`src/rtl/ext_pkg.sv`:
```
// Shared definitions for the immediate extender: format codes, occupancy
// states of the output skid buffer and the XLEN legality helper.
package ext_pkg;

  localparam logic [2:0] EXT_I  = 3'b000;
  localparam logic [2:0] EXT_IU = 3'b001;
  localparam logic [2:0] EXT_S  = 3'b010;
  localparam logic [2:0] EXT_SB = 3'b011;
  localparam logic [2:0] EXT_UJ = 3'b100;
  localparam logic [2:0] EXT_U  = 3'b101;
  localparam logic [2:0] EXT_Z  = 3'b110;
  localparam logic [2:0] EXT_SH = 3'b111;

  typedef enum logic [1:0] {
    OCC_EMPTY = 2'd0,
    OCC_ONE   = 2'd1,
    OCC_TWO   = 2'd2
  } occ_e;

  function automatic bit xlen_legal(input int xlen);
    return (xlen == 32) || (xlen == 64);
  endfunction

endpackage

```
`src/rtl/imm_decode.sv`:
```
// Combinational immediate extraction: (instr, extop) -> XLEN-wide immediate
// plus the illegal-shamt flag. Every format is built at 64 bits, then sized.
module imm_decode
  import ext_pkg::*;
#(
  parameter int XLEN    = 32,
  parameter bit ALIGNED = 1'b1
) (
  input  logic [31:0]     i_instr,
  input  logic [2:0]      i_extop,
  output logic [XLEN-1:0] o_imm,
  output logic            o_illegal
);

  logic        w_s;
  logic [63:0] w_imm64;
  logic        w_unused;

  assign w_s = i_instr[31];

  // NOTE: every output of an always_comb gets a default first, so no path
  // through the case can leave a signal unassigned and infer a latch.
  always_comb begin
    w_imm64   = '0;
    o_illegal = 1'b0;
    case (i_extop)
      EXT_I:  w_imm64 = {{52{w_s}}, i_instr[31:20]};
      EXT_IU: w_imm64 = {52'b0, i_instr[31:20]};
      EXT_S:  w_imm64 = {{52{w_s}}, i_instr[31:25], i_instr[11:7]};
      EXT_SB: begin
        if (ALIGNED)
          w_imm64 = {{51{w_s}}, w_s, i_instr[7], i_instr[30:25], i_instr[11:8], 1'b0};
        else
          w_imm64 = {{52{w_s}}, w_s, i_instr[7], i_instr[30:25], i_instr[11:8]};
      end
      EXT_UJ: begin
        if (ALIGNED)
          w_imm64 = {{43{w_s}}, w_s, i_instr[19:12], i_instr[20], i_instr[30:21], 1'b0};
        else
          w_imm64 = {{44{w_s}}, w_s, i_instr[19:12], i_instr[20], i_instr[30:21]};
      end
      EXT_U: begin
        if (ALIGNED)
          w_imm64 = {{32{w_s}}, i_instr[31:12], 12'b0};
        else
          w_imm64 = {44'b0, i_instr[31:12]};
      end
      EXT_Z:  w_imm64 = {59'b0, i_instr[19:15]};
      EXT_SH: begin
        // RV32 shifts only take 5 bits; a set bit 25 is an out-of-range shamt.
        if (XLEN == 64) begin
          w_imm64 = {58'b0, i_instr[25:20]};
        end else begin
          w_imm64   = {59'b0, i_instr[24:20]};
          o_illegal = i_instr[25];
        end
      end
      default: w_imm64 = '0;
    endcase
  end

  assign o_imm = w_imm64[XLEN-1:0];

  // Opcode bits and the upper half at XLEN=32 are intentionally not used.
  assign w_unused = ^{i_instr[6:0], w_imm64};

endmodule

```
`src/rtl/imm_ext_pipe.sv`:
```
// Pipelined immediate generator: decodes on accept, holds results in a
// main + skid register pair so in_ready never depends on out_ready.
module imm_ext_pipe
  import ext_pkg::*;
#(
  parameter int XLEN    = 32,
  parameter bit ALIGNED = 1'b1,
  parameter int TAG_W   = 8
) (
  input  logic             clk,
  input  logic             rstn,
  input  logic             flush,
  input  logic             in_valid,
  output logic             in_ready,
  input  logic [31:0]      instr,
  input  logic [2:0]       extop,
  input  logic [TAG_W-1:0] in_tag,
  output logic             out_valid,
  input  logic             out_ready,
  output logic [XLEN-1:0]  imm,
  output logic [TAG_W-1:0] out_tag,
  output logic             illegal
);

  generate
    if (!xlen_legal(XLEN)) begin : g_bad_xlen
      $error("imm_ext_pipe: XLEN must be 32 or 64");
    end
  endgenerate

  occ_e             r_state;
  occ_e             w_state_nxt;
  logic             w_accept;
  logic             w_drain;
  logic             w_load_main;
  logic             w_load_skid;
  logic             w_skid_to_main;

  logic [XLEN-1:0]  w_dec_imm;
  logic             w_dec_ill;

  logic [XLEN-1:0]  r_main_imm;
  logic [TAG_W-1:0] r_main_tag;
  logic             r_main_ill;
  logic [XLEN-1:0]  r_skid_imm;
  logic [TAG_W-1:0] r_skid_tag;
  logic             r_skid_ill;

  imm_decode #(
    .XLEN    (XLEN),
    .ALIGNED (ALIGNED)
  ) u_decode (
    .i_instr   (instr),
    .i_extop   (extop),
    .o_imm     (w_dec_imm),
    .o_illegal (w_dec_ill)
  );

  // Both handshake outputs decode straight from the state register.
  assign in_ready  = (r_state != OCC_TWO);
  assign out_valid = (r_state != OCC_EMPTY);
  assign w_accept  = in_valid && in_ready;
  assign w_drain   = out_valid && out_ready;

  always_comb begin
    w_state_nxt    = r_state;
    w_load_main    = 1'b0;
    w_load_skid    = 1'b0;
    w_skid_to_main = 1'b0;
    if (flush) begin
      w_state_nxt = OCC_EMPTY;
    end else begin
      case (r_state)
        OCC_EMPTY: begin
          if (w_accept) begin
            w_state_nxt = OCC_ONE;
            w_load_main = 1'b1;
          end
        end
        OCC_ONE: begin
          if (w_accept && w_drain) begin
            w_load_main = 1'b1;
          end else if (w_accept) begin
            w_state_nxt = OCC_TWO;
            w_load_skid = 1'b1;
          end else if (w_drain) begin
            w_state_nxt = OCC_EMPTY;
          end
        end
        OCC_TWO: begin
          if (w_drain) begin
            w_state_nxt    = OCC_ONE;
            w_skid_to_main = 1'b1;
          end
        end
        default: w_state_nxt = OCC_EMPTY;
      endcase
    end
  end

  // NOTE: sequential state uses non-blocking assignments so every register
  // samples the pre-edge values regardless of statement order.
  always_ff @(posedge clk) begin
    if (!rstn) begin
      r_state <= OCC_EMPTY;
    end else begin
      r_state <= w_state_nxt;
    end
  end

  always_ff @(posedge clk) begin
    if (!rstn) begin
      r_main_imm <= '0;
      r_main_tag <= '0;
      r_main_ill <= 1'b0;
      r_skid_imm <= '0;
      r_skid_tag <= '0;
      r_skid_ill <= 1'b0;
    end else begin
      if (w_load_main) begin
        r_main_imm <= w_dec_imm;
        r_main_tag <= in_tag;
        r_main_ill <= w_dec_ill;
      end else if (w_skid_to_main) begin
        r_main_imm <= r_skid_imm;
        r_main_tag <= r_skid_tag;
        r_main_ill <= r_skid_ill;
      end
      if (w_load_skid) begin
        r_skid_imm <= w_dec_imm;
        r_skid_tag <= in_tag;
        r_skid_ill <= w_dec_ill;
      end
    end
  end

  assign imm     = r_main_imm;
  assign out_tag = r_main_tag;
  assign illegal = r_main_ill;

endmodule

```
`config.mk`:
```
export PLATFORM = sky130hd
export DESIGN_NAME = imm_ext_pipe
export DESIGN_NICKNAME = d
export VERILOG_FILES = /design/src/rtl/ext_pkg.sv /design/src/rtl/imm_decode.sv /design/src/rtl/imm_ext_pipe.sv
export SDC_FILE = /design/constraint.sdc
export NUM_CORES = 1
export LEC_CHECK = 0
export CORE_MARGIN = 2
export CORE_UTILIZATION = 33
export DETAILED_ROUTE_END_ITERATION = 8
export PLACE_DENSITY = 0.61
export SYNTH_ARGS = -nofsm -noshare
export SYNTH_HDL_FRONTEND = slang
export SYNTH_SLANG_ARGS = --single-unit
```
`constraint.sdc`:
```
create_clock -name clk -period 3.3 [get_ports clk]
set_input_delay 0.825 -clock clk [delete_from_list [all_inputs] [get_ports clk]]
set_output_delay 0.825 -clock clk [all_outputs]
set_load 0.005 [all_outputs]
```
# Yosys cells after proc, flatten, opt, wreduce, memory -nomap -nowiden
# Cells that the tools add are included.
[word_totals]
word_cells = 55
out_inout_bits = 43
register_bits = 84
[op_classes]
n_mux = 24
reduce_logical = 9
bitwise = 1
n_eq_ne = 14
[op_table]
columns = ["operator", "count"]
rows = [
  ["32-bit one-hot mux with 8 select lines", 1],
  ["32-bit two-way mux", 2],
  ["8-bit two-way mux", 2],
  ["3-bit == test (second input constant)", 4],
  ["1-bit two-way mux", 12],
  ["2-bit two-way mux", 5],
  ["2-bit inequality test (second input constant)", 4],
  ["3-bit by 2-bit == test with 1-bit output (second input constant)", 2],
  ["2-bit one-hot mux with 3 select lines", 1],
  ["4-bit AND reduction", 1],
  ["2-bit nonzero test", 2],
  ["3-bit by 1-bit == test with 1-bit output (second input constant)", 1],
  ["1-bit logical AND", 3],
  ["3-bit zero test", 1],
  ["3-bit inequality test (second input constant)", 1],
  ["2-bit by 1-bit == test with 1-bit output (second input constant)", 1],
  ["2-bit == test (second input constant)", 1],
  ["2-bit zero test", 1],
  ["1-bit one-hot mux with 2 select lines", 1],
  ["2-bit OR reduction", 1],
  ["1-bit NOT", 1],
]

# Longest topological paths before layout
[logic_depth]
word_depth = 7
mapped_depth = 7

# By module
# Synthesis repeated with hierarchy kept, for this count alone.
[hier_totals]
cells_unflattened = 523
area_unflattened_um2 = 4244.1
[modules_own_cells]
columns = ["module", "seq_area_each_um2", "cells_per_inst", "instances", "area_each_um2"]
rows = [
  ["imm_ext_pipe", 1681.6, 439, 1, 3689.8],
  ["imm_decode", 0.0, 84, 1, 554.3],
]

# Worst setup path before layout
# No wires, ideal clock.
[synth_path]
path_kind = "input -> register"
start = "in in_valid"
end = "reg r_main_imm[10] (netlist: imm[10])"
slack_ps = 1321
path_stages = 6
required_ps = 3178
path_buffers = 2
setup_time_ps = 122
arrival_time_ps = 1857
cell_sequence = "nor3b_2 > and2_4 > buf_6 > and3_1 > clkbuf_2 > a221o_1"
[synth_via]
elab_chain_cells = 6
[synth_lines]
columns = ["element", "line", "text"]
rows = [
  ["from (decl)", "imm_ext_pipe.sv:13", "input logic in_valid,"],
  ["1-bit logical AND *", "imm_ext_pipe.sv:62", "assign w_accept = in_valid && in_ready;"],
  ["1-bit logical AND", "imm_ext_pipe.sv:81", "if (w_accept && w_drain) begin"],
  ["1-bit two-way mux", "imm_ext_pipe.sv:81", ""],
  ["1-bit one-hot mux with 2 select lines *", "imm_ext_pipe.sv:73", "case (r_state)"],
  ["1-bit two-way mux *", "imm_ext_pipe.sv:70", "if (flush) begin"],
  ["32-bit two-way mux / 2-bit nonzero test (equally long branches)", "-", ""],
  ["to (signal assigned)", "imm_ext_pipe.sv:121", "r_main_imm <= w_dec_imm;"],
  ["to (signal assigned)", "imm_ext_pipe.sv:125", "r_main_imm <= r_skid_imm;"],
  ["to (decl)", "imm_ext_pipe.sv:42", "logic [XLEN-1:0] r_main_imm;"],
]
# Mark *: on every way between the ends. The rest lies on a longest branch, timed or not.
# A chain may end at the register's enable or synchronous reset.

# Worst setup path in the final report
[layout_path]
start = "in extop[0]"
end = "reg r_main_imm[27] (netlist: imm[27])"
[layout_via]
elab_chain_cells = 3
[layout_lines]
columns = ["element", "line", "text"]
rows = [
  ["from (decl)", "imm_ext_pipe.sv:16", "input logic [2:0] extop,"],
  ["3-bit == test (tied with other cells)", "imm_decode.sv:26", "case (i_extop)"],
  ["32-bit one-hot mux with 8 select lines *", "imm_decode.sv:26", ""],
  ["32-bit two-way mux *", "imm_ext_pipe.sv:120", "if (w_load_main) begin"],
]
# Marks and branches as above.

==> impl_metrics.py <==
metrics = {
    "sta": {
        "period_needed_ns": 2.547,
        "grt_setup_unrepaired": "no",
        "finalSetupTns_ns": 0,
        "finalClockSkew_ns": 0.008132,
        "min_period_over_period_pct": 77.18,
        "slew_headroom_pct": 44.90,
        "tightest_slew_ns": 0.8235,
        "final-max-slew-violation-count": 0,
        "finalHoldViolations": 0,
        "hold-worst-slack_ns": 0.4510,
        "fmax_mhz": 392.6,
        "finalSetupViolCount": 0,
    },
    "die": {
        "die_h_um": 107.8,
        "chipWidth_um": 107.8,
        "initial_core_util_pct": 34.15,
        "io_pins": 91,
        "rows": 37,
        "dieArea_um2": 11630,
        "coreArea_um2": 10420,
    },
    "clock_tree": {
        "ctsRootBufferMaster": "clkbuf_8",
        "clockBufferDepth": 2,
        "hold_buffers": 0,
        "ctsResizeCount": 0,
        "clkLatencyLatePin_ns": 0.35,
        "cts_tree": "built",
        "numCtsBuffers": 9,
        "path_clk_slew_ns": 0.08,
        "cts_setup_buffers": 0,
        "h-tree-depth": 3,
        "cts_sinks": 84,
    },
    "power": {
        "peakVddDrop_mv": 0.2531,
        "finalPower_mw": 2.176,
        "power_density_nw_per_um2": 462.5,
        "p_leak_nw": 1.583,
    },
    "grt": {
        "grt-ovfl-total": 0,
        "grt_pass1_vias": 3126,
        "grt_start_max_net_pins": 43,
        "grt_pass1_wl_um": 15590,
        "grt_usage_pct": 16.83,
        "antenna_found_initial": 0,
    },
    "synth": {
        "synth_top_flop_cell": "dfxtp_1",
        "synth_edf_count": 0,
        "synth_nets": 449,
        "syn_inst": 401,
        "syn_area_um2": 3557,
        "async_flop_share_pct": 0,
        "yosysTopAreaCell": "dfxtp_1",
        "ys_seq_area_share_pct": 47.27,
        "ys_seq_elements": 84,
        "synth_top_cell_area_share_pct": 47.27,
        "synth.distinct_cells": 38,
        "syn_avg_cell_area_um2": 8.871,
        "yosysWarnings": 0,
        "synth_commonest_cells": "84 x dfxtp_1, 53 x a21oi_1, 45 x nand2_1",
        "synth.most_common_cell": "dfxtp_1",
        "synth_area_leaders": "dfxtp_1 47%, a21oi_1 7.5%, a211oi_1 5.3%",
    },
    "detailed_routing": {
        "vias_per_cell": 5.270,
        "wl_per_cell_um": 15.75,
        "drc": 0,
        "vias": 3215,
        "routed_wl_um": 9607,
        "drtAntennaViolNets": 0,
        "dr.pass1.iters": 5,
        "dr.first_iter.drc_count": 163,
    },
    "setup_path": {
        "cpMaxStageDelayCell": "nor2_1",
        "start_kind": "primary input",
        "cp_slowest_stage_delay_ns": 0.72,
        "crit_path_end_kind": "flop",
        "worstReg2RegStart": "r_state[1]",
        "cp_top_family": "simple AND/OR/NAND/NOR gates",
        "arrival_ns": 2.81,
        "critical_path_buf_inv_count": 1,
        "worstPathRequired_ns": 3.56,
        "crit_fanout": 11,
        "critPathLaunch": "extop[0]",
        "critical_path_class": "primary input to flop",
        "worstPathCellList": "clkdlybuf4s50_1 > nand2b_1 > nor2_1 > a21oi_1 > o22ai_1",
    },
    "final_layout": {
        "fin_nets": 517,
        "fill_cells": 1011,
        "antennaDiodeCount": 0,
        "syn_to_final_growth_pct": 32.29,
        "design_area_um2": 4706,
        "drive_gt1_share_pct": 6.540,
    },
    "place": {
        "gp_congestion": 0.7975,
        "dpl_cell_area_um2": 4471,
        "dp_hpwl_um": 6483,
        "io_buffers": 83,
    },
    "min_path": {
        "hp-class": "flop to flop",
        "hp-start": "r_skid_imm[8]",
    },
    "flow_run": {
        "max_cap_viol_count": 0,
    },
    "status": {
        "status": "finished clean",
    },
}
==> final cells by class <==
class	count	area, µm²	area share (%)
tap	136	170.2	3.616
clock buffer	11	151.4	3.217
clock inverter	5	83.83	1.781
multi-input combinational	276	1677	35.63
timing repair buffer	91	915.9	19.46
sequential	84	1682	35.74
inverter	7	26.28	0.5584
==> state kept, by name, indices dropped and copies added (netlist names) <==
| signal | cells |
|---|---|
| r_skid_tag | 8 |
| r_skid_imm | 32 |
| illegal | 1 |
| r_skid_ill | 1 |
| out_tag | 8 |
| imm | 32 |
| r_state | 2 |
==> stage by stage <==
step	std cells	util (%)	setup WS, ns
floorplan	401	-	1.321
finish	610	45.18	0.7532
global placement	594	42.92	0.4167
global route	610	45.18	0.6242
CTS	610	45.18	0.7836
detailed placement	594	42.92	0.4051
==> logic make-up after synthesis <==
family / count (synthesis) / synth area share (%)
AO/OA/AOI/OAI: 151 / 27.22
buffers and inverters: 41 / 5.628
flip-flops: 84 / 47.27
multiplexers: 17 / 4.784
AND/OR/NAND/NOR: 108 / 15.09
==> worst paths after layout <==
path	slack, ns	cells after the start	end
max reg2reg	1.56	5	r_skid_imm[12]
max	0.75	5	imm[27]
min reg2reg	0.45	2	r_skid_imm[8]
min	0.45	2	r_skid_imm[8]
==> metal layers <==
layer  vias to the layer above  part of all wire, %  track usage [%]  routed length [µm]
li1                       1600                    -                -                   -
met1                      1509                   48            23.15                4601
met2                        94                   46            26.77                4430
met3                        12                  4.6            2.421                 444
met4                         0                  1.4            6.044                 130
met5                         -                    0                0                   0
==> power breakdown <==
group	leakage [nW]	total, mW	internal [mW]	switching (mW)
Sequential	0.682	1.06	1.04	0.0180
Combinational	0.789	0.269	0.141	0.129
Clock	0.112	0.844	0.469	0.375
==> tightest hold or removal path, stage by stage, from the launching register on <==
cell and delay, ns:
dfxtp_1 0.31, nand2_1 0.05, a21oi_1 0.05
==> placed cells by master (no fill, tap or decap), types with 11 or more instances in the layout <==
cell type / count
dfxtp_1: 84
clkdlybuf4s50_1: 83
a21oi_1: 53
nand2_1: 45
a211oi_1: 25
a22oi_1: 18
o21ai_0: 18
mux2i_1: 17
o22ai_1: 15
nor2b_1: 14
nor2_1: 12
nand3_1: 11
clkbuf_8: 11
No activity file was read; power rests on OpenSTA's default activity.
